===== src/rtl/router_pkg.sv =====
// router_pkg: FSM state encoding and default field widths shared by the router selector and its arbiters
package router_pkg;
    typedef enum logic [2:0] {IDLE, CAPTURE, ARB, GRANT, RETIRE} state_t;
    localparam int ADDR_W_DEF = 16;
    localparam int PRI_W_DEF  = 3;
    localparam int DEST_W_DEF = 4;
endpackage


===== src/rtl/dest_arbiter.sv =====
// dest_arbiter: one-hot pick of the lowest-priority-value eligible buffer, ties to lowest index
module dest_arbiter
    import router_pkg::*;
#(
    parameter int NBUF  = 7,
    parameter int PRI_W = PRI_W_DEF
) (
    input  logic [NBUF-1:0]       elig,
    input  logic [NBUF*PRI_W-1:0] pri,
    output logic [NBUF-1:0]       win
);
    logic [PRI_W-1:0] best;
    logic             found;
    // strict less-than keeps the earlier (lower index) buffer on equal priority
    always_comb begin
        win   = '0;
        best  = '1;
        found = 1'b0;
        for (int b = 0; b < NBUF; b++) begin
            if (elig[b] && (!found || pri[b*PRI_W +: PRI_W] < best)) begin
                win    = '0;
                win[b] = 1'b1;
                best   = pri[b*PRI_W +: PRI_W];
                found  = 1'b1;
            end
        end
    end
endmodule


===== src/rtl/router_selector.sv =====
// router_selector: snapshots buffer priorities, arbitrates per destination cell, grants with a watchdog and reports spent buffers
module router_selector
    import router_pkg::*;
#(
    parameter int NBUF    = 7,
    parameter int NCELL   = 16,
    parameter int DEST_W  = DEST_W_DEF,
    parameter int ADDR_W  = ADDR_W_DEF,
    parameter int PRI_W   = PRI_W_DEF,
    parameter int TIMEOUT = 255
) (
    input  logic                    clk,
    input  logic                    rst,
    input  logic [NBUF*ADDR_W-1:0]  addr_i,
    input  logic [NBUF*PRI_W-1:0]   pri_i,
    input  logic                    or_mode_i,
    input  logic                    start_i,
    input  logic [NCELL-1:0]        cell_ack_i,
    output logic                    busy_o,
    output logic [NBUF-1:0]         sel_o,
    output logic [NCELL-1:0]        cell_req_o,
    output logic [NBUF-1:0]         spent_o,
    output logic                    spent_valid_o
);
    localparam int CW = $clog2(TIMEOUT + 1);

    state_t                   state, nxt;
    logic [NBUF*ADDR_W-1:0]   addr_q;
    logic [NBUF*PRI_W-1:0]    pri_q;
    logic                     or_q;
    logic [NBUF-1:0]          sel_q, elig, nsel;
    logic [NCELL-1:0]         acked, dm, acks, done_mask;
    logic [CW-1:0]            cnt;
    logic [DEST_W-1:0]        dest [NBUF];
    logic [NBUF-1:0]          pick [NCELL];

    for (genvar b = 0; b < NBUF; b++) begin : g_buf
        assign elig[b]    = (|pri_q[b*PRI_W +: PRI_W]) && addr_q[b*ADDR_W+DEST_W +: ADDR_W-DEST_W] == '0;
        assign dest[b]    = addr_q[b*ADDR_W +: DEST_W];
        assign spent_o[b] = state == RETIRE && sel_q[b] && acked[dest[b]];
    end

    for (genvar d = 0; d < NCELL; d++) begin : g_cell
        logic [NBUF-1:0] m, w;
        for (genvar b = 0; b < NBUF; b++) begin : g_m
            assign m[b] = elig[b] && dest[b] == DEST_W'(d);
        end
        dest_arbiter #(.NBUF(NBUF), .PRI_W(PRI_W)) u_arb (.elig(m), .pri(pri_q), .win(w));
        assign pick[d] = or_q ? m : w;
        assign dm[d]   = |m;
    end

    assign sel_o         = sel_q;
    assign busy_o        = state != IDLE;
    assign spent_valid_o = state == RETIRE;
    assign cell_req_o    = state == GRANT ? dm & ~acked : '0;
    assign acks          = cell_ack_i & cell_req_o;
    assign done_mask     = (acked | acks) & dm;

    // merge per-destination selections into one buffer mask
    always_comb begin
        nsel = '0;
        for (int d = 0; d < NCELL; d++) nsel |= pick[d];
    end

    // next state: an ack landing on the last watchdog cycle still counts as done
    always_comb begin
        nxt = state;
        case (state)
            IDLE:    nxt = start_i ? CAPTURE : IDLE;
            CAPTURE: nxt = ARB;
            ARB:     nxt = |nsel ? GRANT : RETIRE;
            GRANT:   nxt = (done_mask == dm || int'(cnt) >= TIMEOUT - 1) ? RETIRE : GRANT;
            RETIRE:  nxt = IDLE;
            default: nxt = IDLE;
        endcase
    end

    // state register, snapshot, selection, ack mask and saturating watchdog
    always_ff @(posedge clk) begin
        if (rst) begin
            state  <= IDLE;
            addr_q <= '0;
            pri_q  <= '0;
            or_q   <= 1'b0;
            sel_q  <= '0;
            acked  <= '0;
            cnt    <= '0;
        end else begin
            state <= nxt;
            if (state == CAPTURE) begin
                addr_q <= addr_i;
                pri_q  <= pri_i;
                or_q   <= or_mode_i;
            end
            if (state == ARB) begin
                sel_q <= nsel;
                acked <= '0;
                cnt   <= '0;
            end
            if (state == GRANT) begin
                acked <= acked | acks;
                cnt   <= int'(cnt) >= TIMEOUT ? cnt : cnt + 1'b1;
            end
            if (state == RETIRE) begin
                sel_q <= '0;
                acked <= '0;
                cnt   <= '0;
            end
        end
    end
endmodule


===== config.mk =====
export PLATFORM = sky130hd
export DESIGN_NAME = router_selector
export DESIGN_NICKNAME = d
export VERILOG_FILES = /design/src/rtl/router_pkg.sv /design/src/rtl/dest_arbiter.sv /design/src/rtl/router_selector.sv
export SDC_FILE = /design/constraint.sdc
export NUM_CORES = 1
export LEC_CHECK = 0
export ABC_AREA = 1
export CORE_MARGIN = 2
export CORE_UTILIZATION = 50
export CTS_BUF_LIST = sky130_fd_sc_hd__clkbuf_4 sky130_fd_sc_hd__clkbuf_8
export CTS_CLUSTER_SIZE = 30
export DETAILED_ROUTE_END_ITERATION = 16
export PLACE_DENSITY = 0.66
export SYNTH_ARGS = -nofsm -noshare
export SYNTH_HDL_FRONTEND = slang
export SYNTH_SLANG_ARGS = --single-unit

===== constraint.sdc =====
create_clock -name clk -period 17.4 [get_ports clk]
set_input_delay 1.74 -clock clk [delete_from_list [all_inputs] [get_ports clk]]
set_output_delay 1.74 -clock clk [all_outputs]
set_load 0.03 [all_outputs]

======== Word level (Yosys, flattened, before mapping) ========
Cells that the tools add are included.
storage, ports and cells
  bits in registers ....................... 168
  bits of input ports ..................... 153
operators by class
  equality and inequality tests ........... 111
  $lt $le $gt $ge ......................... 105
  add/subtract/negate cells ............... 1
  muxes and demuxes ....................... 344
  reductions and logical operators ........ 465
  bitwise gates (word level) .............. 20
operator list
  cell                                                                          number
  7-bit 2-to-1 mux                                                              112
  3-bit 2-to-1 mux                                                              98
  3-bit less-than comparator                                                    96
  1-bit logical AND                                                             229
  4-bit == test, second input constant                                          56
  1-bit 2-to-1 mux                                                              120
  7-bit OR reduction                                                            17
  4-bit by 3-bit == test with 1-bit output, second input constant               28
  7-bit OR                                                                      15
  1-bit logical OR                                                              97
  1-bit zero test                                                               96
  12-bit zero test                                                              7
  4-bit by 2-bit == test with 1-bit output, second input constant               14
  16-bit AND                                                                    3
  16-bit 2-to-1 mux                                                             3
  4-bit by 5-bit less-than comparator with 1-bit output, second input constant  7
  1-bit binary-select mux with 4-bit select                                     7
  4-bit by 1-bit == test with 1-bit output, second input constant               7
  4-bit zero test                                                               7
  8-bit 2-to-1 mux                                                              3
  3-bit OR reduction                                                            7
  16-bit == test                                                                1
  8-bit >= comparator, second input constant                                    2
  16-bit NOT                                                                    1
  12 further kinds                                                              13

======== Longest topological paths before layout ========
Gate-level depths: netlist of the first run.
  depth after elaboration ................. 47
  depth in mapped cells ................... 80

======== Cells and area by module ========
A second synthesis of the first run with hierarchy kept.
second synthesis, totals
  cells, all modules ...................... 4069
  area, all modules ....................... 21946.0 um^2
by module, submodules not included
  module           area each (um^2)  cells an instance  times used
  dest_arbiter     742.0             151                16
  router_selector  10074.7           1653               1

======== Least setup slack after synthesis of the first run ========
OpenSTA, ideal clock, no wires.
  path kind ............................... register to register
  start point ............................. register pri_q[0]
  end point ............................... register state[0]
  stages on the path, launching flop included .. 67
  slack ................................... 10037 ps
  clock period less this slack ............ 7363 ps
  data required time ...................... 17291 ps
  arrival time ............................ 7254 ps
  cell sequence ........................... dfxtp_1 -> buf_4 -> inv_2 -> nand2_4 -> nor2_4 -> nor2_8 -> nand2_8 -> nor2_8 -> nand2_2 -> nor2_1 -> ha_1 -> nand2_1 -> inv_1 -> nand2_1 -> nand2_1 -> inv_1 -> o21ai_0 -> o21ai_0 -> [31 not listed] -> a21oi_1 -> nand2_1 -> nand2_1 -> nand2_1 -> nand3_1 -> nand2_1 -> nor2_1 -> nand2_1 -> nor2_1 -> nand2_1 -> a21oi_1 -> nand2_1 -> nor2_2 -> nand2_1 -> nand2_1 -> nand3_1 -> nand2_1 -> inv_1
between the ends
  longest elaborated chain between the ends .. 47
  elaborated cells on any way between the ends .. 764
  those cells by class .................... 96 x order compare; 1 x eq/ne; 324 x mux; 19 x bitwise; 324 x reduce/logical
RTL lines
  element                                                               RTL line               text
  start, declared                                                       router_selector.sv:29  logic [NBUF*PRI_W-1:0] pri_q;
  start signal, assigned                                                router_selector.sv:93  pri_q <= pri_i;
  3-bit OR reduction                                                    router_selector.sv:38  assign elig[b] = (|pri_q[b*PRI_W +: PRI_W]) && addr_q[b*ADDR_W+DEST_W +: ADDR_W-DEST_W] == '0;
  1-bit logical AND                                                     router_selector.sv:38
  1-bit logical AND                                                     router_selector.sv:46  assign m[b] = elig[b] && dest[b] == DEST_W'(d);
  3-bit 2-to-1 mux / 1-bit 2-to-1 mux (equally long branches)           dest_arbiter.sv:20     if (elig[b] && (!found || pri[b*PRI_W +: PRI_W] < best)) begin
  3-bit less-than comparator / 1-bit zero test (equally long branches)  dest_arbiter.sv:20
  1-bit logical OR                                                      dest_arbiter.sv:20
  1-bit logical AND                                                     dest_arbiter.sv:20
  3-bit 2-to-1 mux / 1-bit 2-to-1 mux (equally long branches)           dest_arbiter.sv:20
  [17 not listed]                                                       -
  1-bit logical OR                                                      dest_arbiter.sv:20
  1-bit logical AND                                                     dest_arbiter.sv:20
  7-bit 2-to-1 mux                                                      dest_arbiter.sv:20
  7-bit 2-to-1 mux                                                      router_selector.sv:49  assign pick[d] = or_q ? m : w;
  7-bit OR (15 in series)                                               router_selector.sv:63  for (int d = 0; d < NCELL; d++) nsel |= pick[d];
  7-bit OR reduction                                                    router_selector.sv:72  ARB: nxt = |nsel ? GRANT : RETIRE;
  3-bit 2-to-1 mux                                                      router_selector.sv:72
  3-bit one-hot mux with 4 select lines (*)                             router_selector.sv:69  case (state)
  end signal, assigned                                                  router_selector.sv:90  state <= nxt;
  end, declared                                                         router_selector.sv:27  state_t state, nxt;
Every way passes the cells marked *; elsewhere a longest branch is shown, timed or not.
A chain may end at the register's enable or synchronous reset.

======== Final worst setup path of the first run ========
  start point ............................. register addr_q[28]
  end point ............................... register state[1]
between the ends
  longest elaborated chain between the ends .. 44
  elaborated cells on any way between the ends .. 668
  those cells by class .................... 80 x order compare; 1 x eq/ne; 276 x mux; 19 x bitwise; 292 x reduce/logical
RTL lines
  element                                                               RTL line               text
  start, declared                                                       router_selector.sv:28  logic [NBUF*ADDR_W-1:0] addr_q;
  start signal, assigned                                                router_selector.sv:92  addr_q <= addr_i;
  12-bit zero test (*)                                                  router_selector.sv:38
  1-bit logical AND (*)                                                 router_selector.sv:38
  1-bit logical AND                                                     router_selector.sv:46
  1-bit logical AND                                                     dest_arbiter.sv:20
  3-bit 2-to-1 mux / 1-bit 2-to-1 mux (equally long branches)           dest_arbiter.sv:20
  3-bit less-than comparator / 1-bit zero test (equally long branches)  dest_arbiter.sv:20
  1-bit logical OR                                                      dest_arbiter.sv:20
  1-bit logical AND                                                     dest_arbiter.sv:20
  [14 not listed]                                                       -
  1-bit logical OR                                                      dest_arbiter.sv:20
  1-bit logical AND                                                     dest_arbiter.sv:20
  7-bit 2-to-1 mux                                                      dest_arbiter.sv:20
  7-bit 2-to-1 mux                                                      router_selector.sv:49
  7-bit OR (15 in series)                                               router_selector.sv:63
  7-bit OR reduction                                                    router_selector.sv:72
  3-bit 2-to-1 mux                                                      router_selector.sv:72
  3-bit one-hot mux with 4 select lines (*)                             router_selector.sv:69
Marked as above.

==> summary.md, run 1 <==
| Metric | Value |
|---|---|
| Outcome | finished, final reports clean |
| Synth area leader | nand2_1 |
| Overflow after GRT | 0 |
| Post-synthesis compound-gate area fraction | 0.179 |
| Worst Hold Class | flip-flop to flip-flop |
| Post-Syn Instances | 4170 |
| Port buffer count | 184 |
| Core outline area | 44500 um2 |
| Synth cell types | 57 |
| Slowest-stage cell, CP | nor4_1 |
| Ys Warns | 0 |
| Type of the worst setup path | flip-flop to flip-flop |
| Worst slack, placed | 7.90 ns |
| WL/cell | 19.9 um |
| Max Fclk | 102 MHz |
| Height of the die | 217 um |
| Simple-gate share of the synthesized area | 0.451 |
| Number of synthesized flops with an enable pin | 0 |
| Final core utilization | 0.570 |
| Final RePlAce weighted congestion | 1.06 |
| Largest family of logic cells by synthesized area | simple AND/OR/NAND/NOR gates |
| Mux share of post-synthesis cell area | 0 |
| Fin cells | 4893 |
| First-pass GRT wire length | 148000 um |
| CTS Buf Count | 17 |
| Peak VDD IR | 141 uV |
| Standard-cell rows | 77 |
| Top FF cell, synth | dfxtp_1 |
| Antenna cell count | 0 |
| CP Capture Type | flip-flop |
| #FFs+latches synth | 168 |
| Clock Path Buffers | 2 |
| RSZ-0062 raised after global routing | no |
| Clk_skew | 0.0303 ns |
| CTS tree | done |
| Post-synthesis sequential area ratio | 0.148 |
| TritonRoute pass-1 iters | 6 |
| Power density over the cells | 128 nW/um2 |
| Adder-Cell Fraction of Synth Area | 0.101 |
| Crit start category | flip-flop |
| Placed Cells | 4861 |
| Root Buffer | clkbuf_8 |
| Post-Syn Nets | 4505 |
| Yosys top cell area share | 0.186 |
| Share of async-settable or async-resettable flops after synthesis | 0 |
| Die area | 47000 um2 |
| Final worst slack | 7.57 ns |
| Post-Synth XOR/XNOR Area | 0 |
| Initial antenna violation count | 1 |
| Die Width | 217 um |
| DR DRC count | 0 |
| H-tree levels | 4 |
| Tcrit/Tclk final | 0.565 |
| Top cells by area, synth | nand2_1 19%, dfxtp_1 15%, nor2_1 10% |
| Synth cell count leaders | 1121 x nand2_1, 611 x nor2_1, 545 x inv_1 |
| Cell Area, Synth | 22600 um2 |
| Min Clock Period, post-route | 9.83 ns |
| Final hold viol count | 0 |
| Post-detail-place hpwl | 77600 um |
| Hold_buf cts | 0 |
| Final ANT Viol Nets | 0 |
| Critical path data arrival time | 10.26 ns |
| CP dominant cell by count | nand2_1 |
| Initial core utilization | 0.509 |
| Routed WL | 97500 um |
| Largest net degree at the start of global routing | 90 |
| Setup tns final | 0 ns |
| Max-cap violations | 0 |
| GRT Total Usage | 0.409 |
| Vias per cell | 5.84 |
| Post-Syn Area per Cell | 5.43 um2 |
| Final net count | 4623 |
| Fill cells | 4886 |
| Clock sink total | 168 |
| Pleak | 14.1 nW |
| CP peak stage delay | 0.86 ns |
| Setup-failing EPs final | 0 |
| I/O Pins | 185 |
| CTS clk-pin slew, worst paths | 0.11 ns |
| Layout cells sized above 1 | 0.0439 |
| Most numerous cell in the Yosys netlist | nand2_1 |
| Post-CTS setup buffer count | 0 |
| Final Max Tran Viols | 0 |
| Drt initial violations | 3420 |
| Area growth from synthesis to layout | 12.1% |
| Worst rel slew slack | 0.326 |
| Post-CTS sizing | 0 |
| Worst R2R Setup Slack | 7.57 ns |
| Vias in the first global route | 26.7k |
| Via count | 28.6k |
| Crit path max fanout | 7 |
| Actual slew at the worst max-slew pin | 1.00 ns |
| Data required, critical path | 17.83 ns |
| Worst skew pair latency | 0.54 ns |
==> layout by cell type, fill, tap and decap left out, drive strengths merged, types with 2 or more instances in the layout <==
cell type | netlist | routed
o21ai | 400 | 400
ha | 182 | 182
inv | 551 | 557
o22ai | 57 | 57
nor2 | 631 | 631
nor4 | 38 | 38
buf | 37 | 42
bufinv | 0 | 2
dfxtp | 168 | 168
a41oi | 7 | 7
nand4 | 45 | 45
or2 | 22 | 22
clkinv | 17 | 19
clkdlybuf4s50 | 0 | 184
nand2 | 1178 | 1178
a311oi | 4 | 4
clkinvlp | 0 | 2
a21boi | 18 | 18
and2 | 9 | 9
a22o | 7 | 7
o41ai | 2 | 2
a31oi | 15 | 15
nand3 | 292 | 292
or4 | 5 | 5
nor3b | 5 | 5
a211oi | 24 | 24
nor3 | 138 | 138
o211ai | 7 | 7
nand3b | 13 | 13
o21bai | 6 | 6
clkbuf | 90 | 20
a21oi | 184 | 184
o31ai | 4 | 4
and3 | 7 | 7
==> final timing paths <==
| check | startpoint | to | cells past startpoint |
|---|---|---|---|
| setup / recovery | addr_q[28]$_SDFFE_PP0N_ | state[1]$_SDFF_PP0_ | 56 |
| setup reg to reg | addr_q[28]$_SDFFE_PP0N_ | state[1]$_SDFF_PP0_ | 56 |
| hold / removal | addr_q[71]$_SDFFE_PP0N_ | addr_q[71]$_SDFFE_PP0N_ | 2 |
| hold reg to reg | addr_q[71]$_SDFFE_PP0N_ | addr_q[71]$_SDFFE_PP0N_ | 2 |
==> cell families after synthesis <==
group                    after synthesis
AO/OA/AOI/OAI                        740
buffers and inverters                695
flip-flops                           168
adder cells (fa/ha/maj)              182
AND/OR/NAND/NOR                     2385
==> metal layers <==
metal / GRT usage / wire, um / share of wire
met5: 0 / 0 / 0
met3: 0.0876 / 10300 / 0.11
met1: 0.494 / 37400 / 0.38
met4: 0.277 / 7380 / 0.076
met2: 0.653 / 42400 / 0.43
==> worst max-delay path: cells and delay by family (launching register included) <==
| family | cells | cell delay (ns) |
|---|---|---|
| DFF | 1 | 0.32 |
| AOI/OAI and AO/OA | 13 | 2.75 |
| adders and majority gates | 5 | 1.47 |
| and+or+nand+nor | 31 | 4.66 |
| buffers and inverters | 7 | 0.55 |
==> stage by stage <==
step	hold slack (ns)	cell area (um2)	power (mW)
2_1_floorplan	0.439	22600	2.12
3_3_place_gp	0.459	25000	2.84
3_5_place_dp	0.463	25000	2.85
4_1_cts	0.477	25400	3.17
5_1_grt	0.493	25400	3.48
6_report	0.474	25400	3.25
==> registers in the layout, indices dropped and copies added (netlist names) <==
register	flops
cnt	8
pri_q	21
acked	16
addr_q	112
or_q	1
state	3
sel_o	7
==> power breakdown <==
part	internal, mW	switching (mW)
Sequential	0.532	0.107
Clock	0.142	0.171
Combinational	0.614	1.68
Total	1.29	1.96
==> layout make-up <==
class | instances | area (um2) | area share
multi-input combinational | 3307 | 16600 | 0.653
sequential | 168 | 3360 | 0.132
timing repair buffer | 226 | 2160 | 0.0850
inverter | 568 | 2130 | 0.0840
tap | 592 | 741 | 0.0292
clock buffer | 20 | 269 | 0.0106
clock inverter | 12 | 155 | 0.00611
(Power assumes the default switching activity.)
==> inputs of run 2 (changes only) <==
==> constraint.sdc (replaced) <==
create_clock -name clk -period 10.1 [get_ports clk]
set_input_delay 1.01 -clock clk [delete_from_list [all_inputs] [get_ports clk]]
set_output_delay 1.01 -clock clk [all_outputs]
set_load 0.03 [all_outputs]
==> run 2 against run 1 <==
Compared with the run above:
- clock-buffer cell count shrank 3
- first-iteration DRC count decreased by 7.5%
- power increased by 73%
- non-clock buffer count increased by 25
- hold slack better by 0.0076 ns
- largest power group unchanged
- critical path type unchanged
- register-to-register slack worse by 7.0 ns
- clock power up 71%
- global-route usage about the same
- highest routed layer unchanged
- sequential share of layout area is 0.099 points lower
- die area unchanged
- critical path depth is 2 higher
- sequential cell count did not move
- critical endpoint unchanged
==> summary.md, run 2 (synthesis results as in run 1) <==
| Metric | Value |
|---|---|
| Largest reg by FF count | addr_q |
| Vias in the first global route | 26.7k |
| Slowest-stage cell, CP | nor4_1 |
| Worst rel slew slack | 0.359 |
| Post-detail-place hpwl | 77700 um |
| Switching Fraction | 0.611 |
| Final hold viol count | 0 |
| Clk_skew | 0.0425 ns |
| Overflow after GRT | 0 |
| Crit path max fanout | 7 |
| RSZ-0062 raised after global routing | no |
| Combinational power share | 0.709 |
| Vias per cell | 5.85 |
| Pleak | 14.2 nW |
| TritonRoute pass-1 iters | 6 |
| Initial core utilization | 0.509 |
| Initial antenna violation count | 2 |
| Max-cap violations | 0 |
| H-tree levels | 4 |
| Final RePlAce weighted congestion | 1.08 |
| Via count | 28.8k |
| Actual slew at the worst max-slew pin | 0.952 ns |
| CP Capture Type | flip-flop |
| Reg2reg start | addr_q[28]$_SDFFE_PP0N_ |
| CTS clk-pin slew, worst paths | 0.10 ns |
| First-pass GRT wire length | 148000 um |
| Largest net degree at the start of global routing | 113 |
| Final Max Tran Viols | 0 |
| Peak VDD IR | 154 uV |
| Final net count | 4648 |
| Min Clock Period, post-route | 9.53 ns |
| Final ANT Viol Nets | 0 |
| CP dominant cell by count | nand2_1 |
| Layout cells sized above 1 | 0.0495 |
| Hold path start | cnt[7]$_SDFFE_PP0P_ |
| Commonest non-fill, non-tap cell in the layout | nand2_1 |
| Crit start category | flip-flop |
| Internal | 2.19 mW |
| R2r endpoint | state[1]$_SDFF_PP0_ |
| Routed WL | 98000 um |
| Worst Hold Class | flip-flop to flip-flop |
| Clock Path Buffers | 2 |
| CP peak stage delay | 0.69 ns |
| Port buffer count | 184 |
| Core outline area | 44500 um2 |
| CTS tree | done |
| Worst skew pair latency | 0.53 ns |
| Area growth from synthesis to layout | 12.9% |
| Tcrit/Tclk final | 0.944 |
| Die area | 47000 um2 |
| Setup-failing EPs final | 0 |
| Sequential power share | 0.196 |
| Number of cells on the worst hold path | 2 |
| I/O Pins | 185 |
| Hold Path Sink | cnt[7]$_SDFFE_PP0P_ |
| Clock share of power | 0.095 |
| Data required, critical path | 10.51 ns |
| Commonest non-fill, non-tap cells in the layout | 1120 x nand2_1, 611 x nor2_1, 545 x inv_1 |
| Die Width | 217 um |
| GRT Total Usage | 0.410 |
| Critical path data arrival time | 9.94 ns |
| Crit path from | addr_q[28]$_SDFFE_PP0N_ |
| Clock sink total | 168 |
| CTS Buf Count | 17 |
| Fill cells | 4950 |
| Worst R2R Setup Slack | 0.57 ns |
| Height of the die | 217 um |
| Outcome | finished, final reports clean |
| DR DRC count | 0 |
| WL/cell | 19.9 um |
| Max reg flops | 112 |
| Power density over the cells | 220 nW/um2 |
| Root Buffer | clkbuf_8 |
| Standard-cell rows | 77 |
| Biggest regs | addr_q: 112 flops, pri_q: 21 flops, acked: 16 flops |
| Max Fclk | 105 MHz |
| Setup tns final | 0 ns |
| Type of the worst setup path | flip-flop to flip-flop |
| Drt initial violations | 3162 |
| Worst Reg2Reg Path Length in Cells | 58 |
| Sw Pwr | 3.43 mW |
| Hold Worst Slack | 0.482 ns |
[run 2: changes by cell type in the layout (fill, tap and decap cells not counted), moves of 2 or more]
cell        change
buf_4          +25
bufinv_16       -2
clkbuf_8        -2
clkinv_8        +5
clkinvlp_4      -2
inv_12          +2
inv_6           +2
o21ai_0         -6
o21ai_1         +6
[run 2: cell type report]
cell class,instances,area (um2),share of cell area
Clock buffer,17,234,0.00915
Clock inverter,15,191,0.00748
Antenna cell,1,2.50,0.0000978
Tap cell,592,741,0.0290
Sequential cell,168,3360,0.131
Multi-Input combinational cell,3307,16600,0.648
Timing Repair Buffer,251,2340,0.0917
Inverter,568,2130,0.0834
[run 2: worst max-delay path by stage]
stage,endpoint
2_1_floorplan,state[0]$_SDFF_PP0_
3_3_place_gp,state[1]$_SDFF_PP0_
3_5_place_dp,state[1]$_SDFF_PP0_
4_1_cts,state[1]$_SDFF_PP0_
5_1_grt,state[1]$_SDFF_PP0_
6_report,state[1]$_SDFF_PP0_
[run 2: timing repair]
action	4_1_cts	5_1_grt
hold buffers	0	0
resized for setup	0	6
setup buffers	0	0
endpoints found under the setup margin	0	2
[run 2: layer usage]
metal,GRT usage,routed length (um),vias up
met3,0.0770,10400,408
met4,0.276,7410,0
met1,0.502,37700,12800
li1,-,-,13900
met2,0.653,42500,1631
met5,0,0,-
[run 2: worst max-delay path, delay by kind of cell, from the launching register on]
kind	cells	cell delay (ns)
compound gates	10	2.27
fa+ha+maj	5	1.48
buf+inv	9	0.61
flops	1	0.32
simple gates	34	4.71
[run 2: per-stage QoR]
stage	utilization	instance area, um2	total power, mW	setup WS, ns	instances
6_report	0.575	25600	5.62	0.569	4919
5_1_grt	0.575	25600	6.04	0.000152	4919
4_1_cts	0.575	25600	5.48	0.794	4918
3_5_place_dp	0.565	25100	4.94	0.802	4886
3_3_place_gp	0.565	25100	4.90	0.973	4886
2_1_floorplan	-	22600	3.66	2.74	4170
[run 2: power groups by stage]
stage          registers, mW  logic [mW]  clock network (mW)
4_1_cts                 1.10        3.84               0.540
6_report                1.10        3.99               0.534
2_1_floorplan           1.15        2.51                   0
5_1_grt                 1.13        4.35               0.563
3_5_place_dp            1.11        3.83                   0
3_3_place_gp            1.10        3.80                   0
